## src/rtl/period_meter_pkg.sv

```systemverilog
// -----------------------------------------------------------------------------
// period_meter_pkg
//   Shared types and helpers for the period meter block.
//   - state_t    : measurement FSM state encoding (2 bits).
//   - sat_value  : all-ones saturation constant for a counter of a given width.
// -----------------------------------------------------------------------------
package period_meter_pkg;

    typedef enum logic [1:0] {
        ST_IDLE    = 2'd0,   // counter held at zero, waiting for enable
        ST_ARMED   = 2'd1,   // enabled, waiting for the first tick
        ST_MEASURE = 2'd2    // counting cycles between consecutive ticks
    } state_t;

    // Largest value representable in 'width' bits. Widths of 64 or more
    // clamp to the full 64-bit all-ones value.
    function automatic logic [63:0] sat_value(input int unsigned width);
        if (width >= 64) begin
            return '1;
        end
        return (64'd1 << width) - 64'd1;
    endfunction

endpackage : period_meter_pkg

```

## src/rtl/period_meter_sat_counter.sv

```systemverilog
// -----------------------------------------------------------------------------
// period_meter_sat_counter
//   Up-counter that saturates at all-ones instead of wrapping.
//
//   Ports:
//     clk_in     in   system clock, rising edge
//     reset_in   in   asynchronous active-high reset (count -> 0)
//     clear      in   synchronous clear to 0 (highest priority)
//     load_one   in   synchronous load of 1 (starts a new interval)
//     increment  in   count up by one unless already saturated
//     count      out  current count
//     saturated  out  count is at all-ones
// -----------------------------------------------------------------------------
module period_meter_sat_counter
    import period_meter_pkg::*;
#(
    parameter int COUNTER_WIDTH = 26
) (
    input  logic                     clk_in,
    input  logic                     reset_in,
    input  logic                     clear,
    input  logic                     load_one,
    input  logic                     increment,
    output logic [COUNTER_WIDTH-1:0] count,
    output logic                     saturated
);

    localparam logic [COUNTER_WIDTH-1:0] SAT_COUNT =
        COUNTER_WIDTH'(sat_value(COUNTER_WIDTH));

    assign saturated = (count == SAT_COUNT);

    // NOTE: sequential state uses non-blocking assignments so every flop
    // samples the pre-edge values regardless of process evaluation order.
    always_ff @(posedge clk_in or posedge reset_in) begin
        if (reset_in) begin
            count <= '0;
        end else if (clear) begin
            count <= '0;
        end else if (load_one) begin
            // The tick cycle itself is the first cycle of the new interval.
            count <= COUNTER_WIDTH'(1);
        end else if (increment && !saturated) begin
            count <= count + COUNTER_WIDTH'(1);
        end
    end

endmodule : period_meter_sat_counter

```

## src/rtl/period_meter.sv

```systemverilog
// -----------------------------------------------------------------------------
// period_meter
//   Measures the number of clk_in cycles between consecutive tick strobes and
//   presents each result through a one-entry valid/ready output register.
//
//   Optional build macro: PERIOD_METER_EDGE_DETECT_EN
//     undefined : every cycle with tick_in high is a tick event (latency 1).
//     defined   : tick_in is registered and only a rising edge is a tick
//                 event, so a held-high level counts once (latency 2).
//
//   Ports:
//     clk_in        in   system clock, rising edge
//     reset_in      in   asynchronous active-high reset
//     enable_in     in   measurement enable; low returns to IDLE
//     tick_in       in   tick strobe, synchronous to clk_in
//     period_out    out  last captured period in clk_in cycles
//     valid_out     out  period_out holds an unconsumed result
//     ready_in      in   consumer accepts when valid_out && ready_in
//     overflow_out  out  captured period saturated (qualifies period_out)
//     overrun_out   out  sticky: a result was dropped because the register
//                        was still full; cleared by reset or enable falling
// -----------------------------------------------------------------------------
module period_meter
    import period_meter_pkg::*;
#(
    parameter int COUNTER_WIDTH = 26
) (
    input  logic                     clk_in,
    input  logic                     reset_in,
    input  logic                     enable_in,
    input  logic                     tick_in,
    output logic [COUNTER_WIDTH-1:0] period_out,
    output logic                     valid_out,
    input  logic                     ready_in,
    output logic                     overflow_out,
    output logic                     overrun_out
);

    // -------------------------------------------------------------------------
    // Tick event generation
    // -------------------------------------------------------------------------
    logic tick_event;

`ifdef PERIOD_METER_EDGE_DETECT_EN
    logic tick_cur;
    logic tick_prev;

    // Both stages reset to 0, so a tick_in held high through reset release
    // shows up as a rising edge once it has passed through tick_cur.
    always_ff @(posedge clk_in or posedge reset_in) begin
        if (reset_in) begin
            tick_cur  <= 1'b0;
            tick_prev <= 1'b0;
        end else begin
            tick_cur  <= tick_in;
            tick_prev <= tick_cur;
        end
    end

    assign tick_event = tick_cur && !tick_prev;
`else
    assign tick_event = tick_in;
`endif

    // -------------------------------------------------------------------------
    // Period counter
    // -------------------------------------------------------------------------
    logic                     cnt_clear;
    logic                     cnt_load_one;
    logic                     cnt_increment;
    logic [COUNTER_WIDTH-1:0] cnt_value;
    logic                     cnt_saturated;

    period_meter_sat_counter #(
        .COUNTER_WIDTH (COUNTER_WIDTH)
    ) u_counter (
        .clk_in    (clk_in),
        .reset_in  (reset_in),
        .clear     (cnt_clear),
        .load_one  (cnt_load_one),
        .increment (cnt_increment),
        .count     (cnt_value),
        .saturated (cnt_saturated)
    );

    // -------------------------------------------------------------------------
    // Measurement FSM: state register
    // -------------------------------------------------------------------------
    state_t state;
    state_t state_next;

    always_ff @(posedge clk_in or posedge reset_in) begin
        if (reset_in) begin
            state <= ST_IDLE;
        end else begin
            state <= state_next;
        end
    end

    // -------------------------------------------------------------------------
    // Measurement FSM: next-state logic
    // -------------------------------------------------------------------------
    // NOTE: every combinational output is given a default before any branch
    // so no path leaves it unassigned and no latch is inferred.
    always_comb begin
        state_next = state;
        if (!enable_in) begin
            state_next = ST_IDLE;
        end else begin
            case (state)
                ST_IDLE:    state_next = ST_ARMED;
                ST_ARMED:   if (tick_event) state_next = ST_MEASURE;
                ST_MEASURE: state_next = ST_MEASURE;
                default:    state_next = ST_IDLE;
            endcase
        end
    end

    // -------------------------------------------------------------------------
    // Measurement FSM: output logic (counter control and capture strobe)
    // -------------------------------------------------------------------------
    logic capture;

    always_comb begin
        cnt_clear     = 1'b0;
        cnt_load_one  = 1'b0;
        cnt_increment = 1'b0;
        capture       = 1'b0;
        if (!enable_in) begin
            // Leaving for IDLE: any partial count is discarded.
            cnt_clear = 1'b1;
        end else begin
            case (state)
                ST_IDLE: begin
                    cnt_clear = 1'b1;
                end
                ST_ARMED: begin
                    // First tick only starts an interval; no result.
                    cnt_load_one = tick_event;
                end
                ST_MEASURE: begin
                    // A tick both ends this interval and starts the next,
                    // so no cycle is lost between measurements.
                    capture       = tick_event;
                    cnt_load_one  = tick_event;
                    cnt_increment = !tick_event;
                end
                default: begin
                    cnt_clear = 1'b1;
                end
            endcase
        end
    end

    // -------------------------------------------------------------------------
    // Enable history, used to spot the 1->0 transition that clears overrun
    // -------------------------------------------------------------------------
    logic enable_prev;

    always_ff @(posedge clk_in or posedge reset_in) begin
        if (reset_in) begin
            enable_prev <= 1'b0;
        end else begin
            enable_prev <= enable_in;
        end
    end

    // -------------------------------------------------------------------------
    // One-entry output register
    // -------------------------------------------------------------------------
    logic handshake;
    logic can_load;

    assign handshake = valid_out && ready_in;
    // The register can accept a capture if it is empty or is being drained
    // in this very cycle.
    assign can_load  = !valid_out || ready_in;

    always_ff @(posedge clk_in or posedge reset_in) begin
        if (reset_in) begin
            period_out   <= '0;
            overflow_out <= 1'b0;
            valid_out    <= 1'b0;
            overrun_out  <= 1'b0;
        end else begin
            if (capture && can_load) begin
                period_out   <= cnt_value;
                overflow_out <= cnt_saturated;
                valid_out    <= 1'b1;
            end else if (capture) begin
                // Register full and not draining: drop the new result.
                overrun_out <= 1'b1;
            end else if (handshake) begin
                valid_out <= 1'b0;
            end

            // Capture needs enable_in high, so this never races the set above.
            if (enable_prev && !enable_in) begin
                overrun_out <= 1'b0;
            end
        end
    end

endmodule : period_meter

```

## config.mk

```make
export PLATFORM = sky130hd
export DESIGN_NAME = period_meter
export DESIGN_NICKNAME = d
export VERILOG_FILES = /design/src/rtl/period_meter_pkg.sv /design/src/rtl/period_meter_sat_counter.sv /design/src/rtl/period_meter.sv
export SDC_FILE = /design/constraint.sdc
export NUM_CORES = 1
export LEC_CHECK = 0
export CAP_MARGIN = 25
export CELL_PAD_IN_SITES_DETAIL_PLACEMENT = 0
export CELL_PAD_IN_SITES_GLOBAL_PLACEMENT = 1
export CORE_UTILIZATION = 47
export CTS_CLUSTER_SIZE = 20
export DETAILED_ROUTE_END_ITERATION = 16
export PLACE_DENSITY_LB_ADDON = 0.1
export SETUP_SLACK_MARGIN = 0.4
export SLEW_MARGIN = 15
export SYNTH_ARGS = -nofsm -noshare
export SYNTH_HDL_FRONTEND = slang
export SYNTH_SLANG_ARGS = --single-unit
```

## constraint.sdc

```tcl
create_clock -name clk_in -period 5.45 [get_ports clk_in]
set_input_delay 0.545 -clock clk_in [delete_from_list [all_inputs] [get_ports clk_in]]
set_output_delay 0.545 -clock clk_in [all_outputs]
set_load 0.05 [all_outputs]
```

==> metrics.md <==
| Metric | Value |
|---|---|
| Die area | `just over 6000 sq um` |
| DP Worst Slack | `around 2.6 ns` |
| Die Wd | `about 80 um` |
| Number of synthesized register bits | `58` |
| Yosys top cell area share | `0.5290` |
| Num CTS Buffers | `9` |
| R2R Setup Slk | `3.08 ns` |
| Final number of setup-violating endpoints | `0` |
| Worst r2r path cells | `6` |
| Max-cap check violation count | `0` |
| F_max | `roughly 420 MHz` |
| Post-Syn Nets | `255` |
| Gpl congestion | `0.7263` |
| # diodes | `0` |
| PnR worst setup slack | `~3.1 ns` |
| Final hold viol count | `0` |
| Clock transition at path regs | `roughly 0.06 ns` |
| CP max-delay cell | `or4_1` |
| Critical-path cell list | `ha_1 -> and4_1 -> and4_4 -> a31o_1 -> or4_1 -> a21oi_1` |
| Sequential fraction of the synthesis area | `0.5290` |
| Setup crit end kind | `register` |
| Status | `finished, final reports clean` |
| VDD IR max | `0.1624 mV` |
| IO buf count | `33` |
| Most numerous cell in the Yosys netlist | `dfrtp_1` |
| CP startpoint kind | `register` |
| Core ar. | `between 5000 and 6000 sq um` |
| Power Density | `approximately 270 nW/um^2` |
| Finished Layout Cells | `~360` |
| Grt met3 use | `0.07093` |
| Crit path time final | `~2.4 ns` |
| Drt drc | `0` |
| Synth area leader | `dfrtp_1` |
| GRT Resource Usage Total | `0.2003` |
| Post-DR vias/cell | `around 5.6` |
| Antenna violations before repair | `0` |
| Met2 usage | `0.2965` |
| Fillcell total | `a little under 500` |
| Fin crit share | `0.4341` |
| Leak Pwr | `between 1 and 1.5 nW` |
| RSZ-0062 raised after global routing | `no` |
| Synthesized area | `between 2000 and 3000 sq um` |
| Met1 Use GR | `0.2755` |
| CTS H-tree depth | `3` |
| Largest net degree at the start of global routing | `around 60` |
| Clock tree buffer depth | `2` |
| Max-slew violation count | `0` |
| WP data arrival | `between 2 and 3 ns` |
| Util after Layout | `0.5939` |
| Top cells by area, synth | `dfrtp_1, mux2_2, a21oi_1, xnor2_1, nand3_1` |
| Hold WC Path Type | `reg -> reg` |
| Ys flop type | `dfrtp_1` |
| Commonest cells post-synth | `dfrtp_1, mux2_2, a21oi_1` |
| Gr ovfl total | `0` |
| Hold Path Stages | `1` |
| CP max FO | `16` |
| Num ports | `34` |
| Setup bufs post-CTS | `0` |
| Root Driver | `clkbuf_8` |
| Nets | `between 200 and 300` |
| Fraction of layout cells with a size suffix above 1 | `0.1765` |
| Routed Wire Length | `roughly 5.4 mm` |
| Initial core utilization | `0.4923` |
| Placed cells | `between 300 and 400` |
| WL per Instance | `~15 um` |
| Die height | `78.41 um` |
| Post-DRT Antenna Nets | `0` |
| Distinct cell type count after synthesis | `38` |
| Worst-skew pair later-pin latency | `between 0.3 and 0.4 ns` |
| CTS tree | `done` |
| CP max stage delay | `0.56 ns` |
| Fin Hold WS | `0.4153 ns` |
| Area delta synth->final | `20.66%` |
| Worst EP required | `5.71 ns` |
| First-pass GRT wire length | `9.252 mm` |
| Starting DRT DRC Count | `91` |
| Cell row count | `27` |
| Worst clock skew | `between 0.003 and 0.004 ns` |
| Most Crowded Layer GR | `met2` |
| Avg Cell Area, Syn | `about 11 sq um` |
| TritonRoute pass-1 iters | `5` |
| Setup TNS | `0 ns` |
| Fraction of registers with async set/reset | `1.000` |
| Rel. slew slack | `0.5260` |
| Post-synth EDFFs | `0` |
| Crit path kind | `reg -> reg` |
| Vias in the first global route | `1894` |
| Clock Sinks | `just under 60` |
| Detail Placement HPWL | `~3.5 mm` |
| Post-Synthesis Cells | `between 200 and 250` |
| Worst Tran Pin Value | `a little over 0.7 ns` |
| Synth Warn # | `0` |
| Post-CTS Resized | `0` |
| Via count | `a little over 2000` |
| CTS Hold Bufs | `0` |
-- layer usage --
metal	wire (um)	vias up	share of wire
li1	-	992	-
met1	2682	986	0.50
met2	2455	33	0.45
met3	213	7	0.039
met4	59	0	0.011
met5	0	-	0
-- cell families after synthesis --
family                   count (synthesis)  share of synthesized area
XOR/XNOR                                10                    0.03192
buffers and inverters                   14                    0.02189
flip-flops                              58                     0.5290
adder cells (fa/ha/maj)                  4                    0.01824
AND/OR/NAND/NOR                         91                     0.1952
multiplexers                            29                     0.1181
AO/OA/AOI/OAI                           40                    0.08573
-- path summary, 6_finish.rpt --
kind                                        to          startpoint
setup / recovery           u_counter.count[23]  u_counter.count[0]
hold / removal                     overrun_out         enable_prev
setup reg to reg           u_counter.count[23]  u_counter.count[0]
hold reg to reg                    overrun_out         enable_prev
max in group asynchronous       period_out[25]            reset_in
min in group asynchronous             state[0]            reset_in
-- stage by stage --
step,instance area (sq um),power (W)
CTS,3296,0.0008912
finish,3311,0.0008844
detailed placement,3144,0.0005710
global placement,3144,0.0005704
global route,3311,0.0009278
floorplan,2744,0.0005409
-- state kept, by name (all words and copies together) (netlist names) --
register / flops
period_out: 26
u_counter.count: 26
state: 2
enable_prev: 1
overflow_out: 1
overrun_out: 1
valid_out: 1
-- cell usage in the layout (no fill, tap or decap), types with 2 or more instances in the layout --
cell and count:
dfrtp_1 58, clkdlybuf4s50_1 33, mux2_2 27, a21oi_1 19, nand3_1 15, nand2_1 15, nor2_1 13, xnor2_1 10
or3_1 9, clkbuf_8 9, nand4_1 7, or4_1 6, o21ai_0 6, inv_1 5, o31ai_1 5, and4_1 4
nor4_1 4, ha_1 4, clkinv_2 4, o21ai_1 3, a311oi_1 3, nor2_2 2, nor4_2 2, and2_1 2
nand2b_1 2, mux2i_1 2, nor3_1 2, clkbuf_1 2, buf_4 2
-- report_power, final --
part	leakage (nW)	switching [W]	internal, W
clock	0.0827	0.000158	0.000159
combinational	0.469	0.0000735	0.0000414
sequential	0.806	0.0000104	0.000442
total	1.36	0.000242	0.000643
-- area by class of cell --
type                    count  area, sq um  share of cell area
clock buffers              11        131.4             0.03968
repair buffers             36        360.3              0.1088
inverters                   6        22.52            0.006803
multi-input cells         174         1235              0.3730
flip-flops and latches     58         1451              0.4384
clock inverters             4        20.02            0.006047
well taps                  72        90.09             0.02721
-- worst max-delay path: cells and delay by family, from the launching register on --
family          cells  cell delay [ns]
compound gates      2             0.54
simple gates        3             1.05
fa+ha+maj           1             0.26
flops               1             0.44
(Power assumes the default switching activity.)
